$ cat config.mk
export PLATFORM = sky130hd
export DESIGN_NAME = demux_1ton_loader
export DESIGN_NICKNAME = d
export VERILOG_FILES = /design/src/rtl/demux_1ton_loader_pkg.sv /design/src/rtl/demux_1ton_loader.sv
export SDC_FILE = /design/constraint.sdc
export NUM_CORES = 1
export LEC_CHECK = 0
export ABC_AREA = 0
export CAP_MARGIN = 40
export CORE_AREA = 5 5 105 107
export CTS_CLUSTER_SIZE = 12
export DETAILED_ROUTE_END_ITERATION = 6
export DIE_AREA = 0 0 110 112
export GPL_TIMING_DRIVEN = 0
export PLACE_DENSITY = 0.62
export SYNTH_ARGS = -nofsm -noshare
export SYNTH_HDL_FRONTEND = slang
export SYNTH_SLANG_ARGS = --single-unit
$ cat constraint.sdc
create_clock -name clk -period 3.11 [get_ports clk]
set_input_delay 0.622 -clock clk [delete_from_list [all_inputs] [get_ports clk]]
set_output_delay 0.622 -clock clk [all_outputs]
set_load 0.005 [all_outputs]
$ cat src/rtl/demux_1ton_loader_pkg.sv
// Shared types for the 1-to-N word loader and its companion N-to-1 mux.
package demux_1ton_loader_pkg;

  typedef enum logic [1:0] {
    ST_IDLE = 2'd0,
    ST_FILL = 2'd1,
    ST_FULL = 2'd2
  } loader_state_t;

  // Select/index width shared with the N-to-1 mux; a single slot still needs one bit.
  function automatic int idx_w(input int n);
    return (n > 1) ? $clog2(n) : 1;
  endfunction

endpackage

$ cat src/rtl/demux_1ton_loader.sv
// Sequential 1-to-N word distributor: scatters a handshaked word stream into a packed slot bus.
//
// state   | meaning
// --------+-------------------------------------------------------
// IDLE    | waiting for start; words ignored
// FILL    | accepting words into slot load_idx, in slot order
// FULL    | all slots loaded, out_bus held until out_ack
module demux_1ton_loader
  import demux_1ton_loader_pkg::*;
#(
  parameter int NUM_OUTPUTS = 4,
  parameter int WORD_SIZE   = 16,
  localparam int IDX_W      = idx_w(NUM_OUTPUTS)
) (
  input  logic                             clk,
  input  logic                             rst,
  input  logic                             start,
  input  logic [WORD_SIZE-1:0]             in_word,
  input  logic                             in_valid,
  output logic                             in_ready,
  output logic [NUM_OUTPUTS*WORD_SIZE-1:0] out_bus,
  output logic                             out_valid,
  input  logic                             out_ack,
  output logic [NUM_OUTPUTS-1:0]           slot_we,
  output logic [IDX_W-1:0]                 load_idx
);

  localparam logic [IDX_W-1:0] LAST_IDX = IDX_W'(NUM_OUTPUTS - 1);

  loader_state_t                    state_q, state_d;
  logic [IDX_W-1:0]                 idx_q, idx_d;
  logic [NUM_OUTPUTS*WORD_SIZE-1:0] bus_q;
  logic [NUM_OUTPUTS-1:0]           we_q, we_d;
  logic                             xfer;

  always_comb begin
    state_d = state_q;
    idx_d   = idx_q;
    xfer    = 1'b0;
    we_d    = '0;
    case (state_q)
      ST_IDLE: begin
        if (start) begin
          state_d = ST_FILL;
          idx_d   = '0;
        end
      end
      ST_FILL: begin
        // A restart wins over a same-cycle word, which is dropped.
        if (start) begin
          idx_d = '0;
        end else if (in_valid) begin
          xfer = 1'b1;
          if (idx_q == LAST_IDX) begin
            state_d = ST_FULL;
            idx_d   = '0;
          end else begin
            idx_d = idx_q + IDX_W'(1);
          end
        end
      end
      ST_FULL: begin
        if (out_ack) begin
          state_d = start ? ST_FILL : ST_IDLE;
          idx_d   = '0;
        end
      end
      default: begin
        state_d = ST_IDLE;
        idx_d   = '0;
      end
    endcase
    for (int k = 0; k < NUM_OUTPUTS; k++) begin
      we_d[k] = xfer && (idx_q == IDX_W'(k));
    end
  end

  always_ff @(posedge clk) begin
    if (rst) begin
      state_q <= ST_IDLE;
      idx_q   <= '0;
      bus_q   <= '0;
      we_q    <= '0;
    end else begin
      state_q <= state_d;
      idx_q   <= idx_d;
      we_q    <= we_d;
      for (int k = 0; k < NUM_OUTPUTS; k++) begin
        if (we_d[k]) bus_q[k*WORD_SIZE +: WORD_SIZE] <= in_word;
      end
    end
  end

  assign in_ready  = (state_q == ST_FILL);
  assign out_valid = (state_q == ST_FULL);
  assign out_bus   = bus_q;
  assign slot_we   = we_q;
  assign load_idx  = idx_q;

endmodule
======== Yosys cells after proc, flatten, opt, wreduce, memory -nomap -nowiden ========
Index checks and enable logic that the tools add are counted.
word-level totals
  bits in registers ....................... 72
  bits in latches ......................... 0
  bits in writable memories ............... 0
  memory bits (read-only) ................. 0
  input port bits ......................... 21
  word-level logic and storage cells ...... 43
  memories kept ........................... 0
cells by class
  add/subtract/negate cells ............... 1
  multiply operators ...................... 0
  divide/modulo/power cells ............... 0
  order comparisons ....................... 0
  equal/unequal tests ..................... 11
  shift operators ......................... 0
  multiplexer cells ....................... 16
  bitwise logic cells ..................... 0
  reductions and logical operators ........ 8
operators with widths
  cell                 number
  $mux 2               10
  $pmux 2 s3           2
  $eq 2x2->1 const B   3
  $ne 2x2->1 const B   3
  $reduce_and 5->1     1
  $eq 2x1->1 const B   2
  $logic_and 1x1->1    4
  $logic_not 2->1      2
  $mux 1               4
  $ne 2x1->1 const B   2
  $ne 3x3->1 const B   1
  $reduce_and 3->1     1
  $add 2x1->2 const B  1

======== Depth between registers and ports, before layout ========
  depth after elaboration ................. 5
  depth in mapped cells ................... 7
  gate-level depth less buffers ........... 4

======== Worst setup path before layout ========
Ideal clock, no wire load.
  kind .................................... input port to flip-flop
  from .................................... input start
  to ...................................... register bus_q[37], in the netlist out_bus[37]
  data arrival time ....................... 1.561 ns
  required time ........................... 3.038 ns
  slack ................................... 1.478 ns
  cell stages on the path ................. 6
  buffers on the path ..................... 3
  cells stage by stage .................... and4bb_1 > buf_6 > and2_4 > buf_6 > buf_6 > mux2i_1
on the way
  longest elaborated chain between the ends .. 3
RTL lines
  what                            line                     text
  start: declaration              demux_1ton_loader.sv:17  input logic start,
  $mux 1                          demux_1ton_loader.sv:50  if (start) begin
  $mux 1                          demux_1ton_loader.sv:41  case (state_q)
  $logic_and 1x1->1               demux_1ton_loader.sv:74  we_d[k] = xfer && (idx_q == IDX_W'(k));
  end signal: indexed assignment  demux_1ton_loader.sv:89  if (we_d[k]) bus_q[k*WORD_SIZE +: WORD_SIZE] <= in_word;
  end: declaration                demux_1ton_loader.sv:32  logic [NUM_OUTPUTS*WORD_SIZE-1:0] bus_q;
No other way between the ends.
A chain may end at the register's enable or synchronous reset.

======== Worst setup path in the final report ========
  from .................................... register state_q[1]
  to ...................................... output out_valid
on the way
  longest elaborated chain between the ends .. 1
RTL lines
  what                      line                     text
  start: declaration        demux_1ton_loader.sv:30  loader_state_t state_q, state_d;
  start signal: assignment  demux_1ton_loader.sv:85  state_q <= state_d;
  $eq 2x2->1                demux_1ton_loader.sv:95  assign out_valid = (state_q == ST_FULL);
  end: declaration          demux_1ton_loader.sv:22  output logic out_valid,
No other way between the ends.

==> results.json <==
{
  "detailedPlacementHpwl_um": 5710,
  "post_synthesis_cell_area_sq_um": 2910,
  "n_fill_cell": 1006,
  "initial_antenna_violation_count": 0,
  "worstSkewPairLatency_ns": 0.34,
  "synth.net_count": 292,
  "total_i_o_pin_count": 93,
  "grt_use_total_pct": 13.1,
  "ys_top_cells_by_count": "80 x sky130_fd_sc_hd__nand2b_1, 72 x sky130_fd_sc_hd__dfxtp_1, 64 x sky130_fd_sc_hd__mux2i_1",
  "yosys.cell_count.top_type": "sky130_fd_sc_hd__nand2b_1",
  "nets": 394,
  "place_worst_setup_slack_ns": 0.675,
  "detail_route.wl_per_cell_um": 15.3,
  "synth_async_sr_flop_share_pct": 0,
  "grt_start_max_net_pins": 12,
  "path_clk_slew_ns": 0.08,
  "endpoint_required_time_on_the_critical_path_ns": 2.49,
  "total_leakage_power_nw": 1.75,
  "fp-row-count": 37,
  "detail_route.first_pass.iterations": 4,
  "yosysTopAreaCellShare_pct": 49.5,
  "timing.critical_path.from_type": "register",
  "cts_root_buffer": "sky130_fd_sc_hd__clkbuf_8",
  "grt_first_pass_wirelength_um": 12200,
  "die_height_um": 112,
  "place.port_buffers": 91,
  "finClkSkew_ns": 0.00743,
  "critical_path_peak_fanout": 9,
  "netlist_top_cells_area": "sky130_fd_sc_hd__dfxtp_1 50%, sky130_fd_sc_hd__mux2i_1 22%, sky130_fd_sc_hd__nand2b_1 17%",
  "holdCritPathClass": "reg -> reg",
  "number_of_buffers_between_clock_root_and_the_deepest_sink": 2,
  "netlist.top_cell.by_area": "sky130_fd_sc_hd__dfxtp_1",
  "dieArea_sq_um": 12300,
  "max-cap-violations": 0,
  "power_density_over_cell_area_nw_per_um2": 427,
  "drive_gt1_share_pct": 6.70,
  "cts_sinks": 72,
  "synth_cells": 267,
  "post_synth.cell_area_avg_sq_um": 10.9,
  "postSynth.topFlopCell": "sky130_fd_sc_hd__dfxtp_1",
  "hold_viol": 0,
  "synth-edff-count": 0,
  "fin_setup_tns_ns": 0,
  "post_cts_resize_count": 0,
  "floorplan.initialDensity_pct": 29.0,
  "timing.critical_path.to_type": "primary output",
  "synthDistinctLibCells": 23,
  "grt_overflow": 0,
  "finalMaxSlewViolations": 0,
  "detail-route-antenna-nets": 0,
  "max_freq_ghz": 0.479,
  "synth.yosys.seq_area_share_pct": 49.5,
  "timing.critical_path.arrival_ns": 1.46,
  "timing_worst_setup_path_type": "reg -> out",
  "post_cts_buffers": 0,
  "worst_slack_ns": 1.02,
  "dr.first_iter.drc_count": 45,
  "cts_buffers": 9,
  "yosys_warnings": 0,
  "finalCriticalPeriod_ns": 2.09,
  "outcome": "completed",
  "relSlewSlack_pct": 65.9,
  "finalInstanceArea_sq_um": 4180,
  "finalWeightedCongestion": 0.744,
  "setup_viol": 0,
  "grt_setup_unrepaired": "no",
  "routed_wl_um": 7780,
  "vias": 2178,
  "worst_pin_slew_ns": 0.511,
  "via_count_of_the_first_global_routing_pass": 2265,
  "area_growth_syn_to_layout_pct": 43.6,
  "via_to_cell_ratio": 4.28,
  "post_dp_cell_area_sq_um": 3990,
  "floorplan.die.width_um": 110,
  "number_of_h_tree_levels": 3,
  "cts_tree": "built",
  "worst_ir_drop_vdd_uv": 233,
  "hold_buffers": 0,
  "drc_errors": 0,
  "timing.final.crit_share_pct": 67.1,
  "antenna_cells": 0,
  "synth.ff_latch_count": 72,
  "core_sq_um": 10000
}
==> worst paths after layout <==
kind / from / end / slack, ns / depth (start not counted)
max: state_q[1] / out_valid / 1.02 / 2
min: out_bus[32] / out_bus[32] / 0.47 / 2
max reg2reg: state_q[1] / out_bus[55] / 1.45 / 5
min reg2reg: out_bus[32] / out_bus[32] / 0.47 / 2
==> kinds of logic after synthesis <==
logic type                 share of synthesized area [%]
DFF                                                 49.5
adders and majority gates                           1.72
muxes                                               22.0
AOI/OAI and AO/OA                                   1.85
and+or+nand+nor                                     21.4
buffers and inverters                               3.52
==> power breakdown <==
| part | total [W] | internal, W | switching [W] | leakage (nW) |
|---|---|---|---|---|
| sequential | 0.000934 | 0.000930 | 0.00000461 | 0.581 |
| combinational | 0.000121 | 0.0000676 | 0.0000532 | 1.08 |
| clock | 0.000732 | 0.000388 | 0.000344 | 0.0925 |
==> layer usage <==
metal | vias to the layer above | part of all wire, % | routed length, um | global-route usage [%]
met2 | 60 | 45 | 3470 | 19.8
met5 | - | 0 | 0 | 0
li1 | 1088 | - | - | -
met3 | 11 | 6.1 | 478 | 4.00
met1 | 1019 | 48 | 3730 | 17.8
met4 | 0 | 1.3 | 104 | 4.24
==> worst max-delay path: stages (launching register included) <==
cell and delay (ns):
sky130_fd_sc_hd__dfxtp_1 0.46, sky130_fd_sc_hd__nor2b_1 0.16, sky130_fd_sc_hd__clkdlybuf4s50_1 0.50
==> state kept, by name (all words and copies together) (netlist names) <==
register,count
state_q,2
slot_we,4
load_idx,2
out_bus,64
==> cell type report <==
class,count,area (sq um),share of cell area [%]
multi-input combinational,177,1370,32.7
inverter,2,7.51,0.180
clock inverter,3,42.5,1.02
buffer,16,95.1,2.27
timing repair buffer,91,911,21.8
tap,136,170,4.07
clock buffer,12,145,3.47
sequential,72,1440,34.5
==> per-stage QoR <==
stage	std cells	util, %	power [W]	hold slack (ns)
final	509	41.6	0.00179	0.472
after global routing	509	41.6	0.00187	0.505
after global placement	494	39.7	0.00108	0.459
after detailed placement	494	39.7	0.00108	0.463
after floorplan	267	-	0.00101	0.465
after CTS	509	41.6	0.00181	0.475
==> cell usage in the layout (no fill, tap or decap) <==
cell type,synthesis,routed
sky130_fd_sc_hd__clkinv_2,0,1
sky130_fd_sc_hd__bufinv_16,0,1
sky130_fd_sc_hd__a211o_1,1,1
sky130_fd_sc_hd__or3b_2,1,1
sky130_fd_sc_hd__buf_2,1,1
sky130_fd_sc_hd__nand2_2,3,3
sky130_fd_sc_hd__clkbuf_8,0,10
sky130_fd_sc_hd__nor2_1,5,5
sky130_fd_sc_hd__a211oi_1,2,2
sky130_fd_sc_hd__clkdlybuf4s50_1,0,91
sky130_fd_sc_hd__o21ai_0,2,2
sky130_fd_sc_hd__and4bb_1,1,1
sky130_fd_sc_hd__nand2_1,2,2
sky130_fd_sc_hd__mux2i_1,64,64
sky130_fd_sc_hd__ha_1,4,4
sky130_fd_sc_hd__and2_4,1,1
sky130_fd_sc_hd__a21oi_1,4,4
sky130_fd_sc_hd__nor2b_1,2,2
sky130_fd_sc_hd__nand2b_1,80,80
sky130_fd_sc_hd__dfxtp_1,72,72
sky130_fd_sc_hd__nand3b_1,1,1
sky130_fd_sc_hd__inv_1,2,2
sky130_fd_sc_hd__nor3b_1,2,2
sky130_fd_sc_hd__buf_4,3,3
sky130_fd_sc_hd__clkinvlp_4,0,1
sky130_fd_sc_hd__clkbuf_1,9,11
sky130_fd_sc_hd__buf_6,3,3
sky130_fd_sc_hd__nand4_1,2,2
No activity file was read; power rests on OpenSTA's default activity.
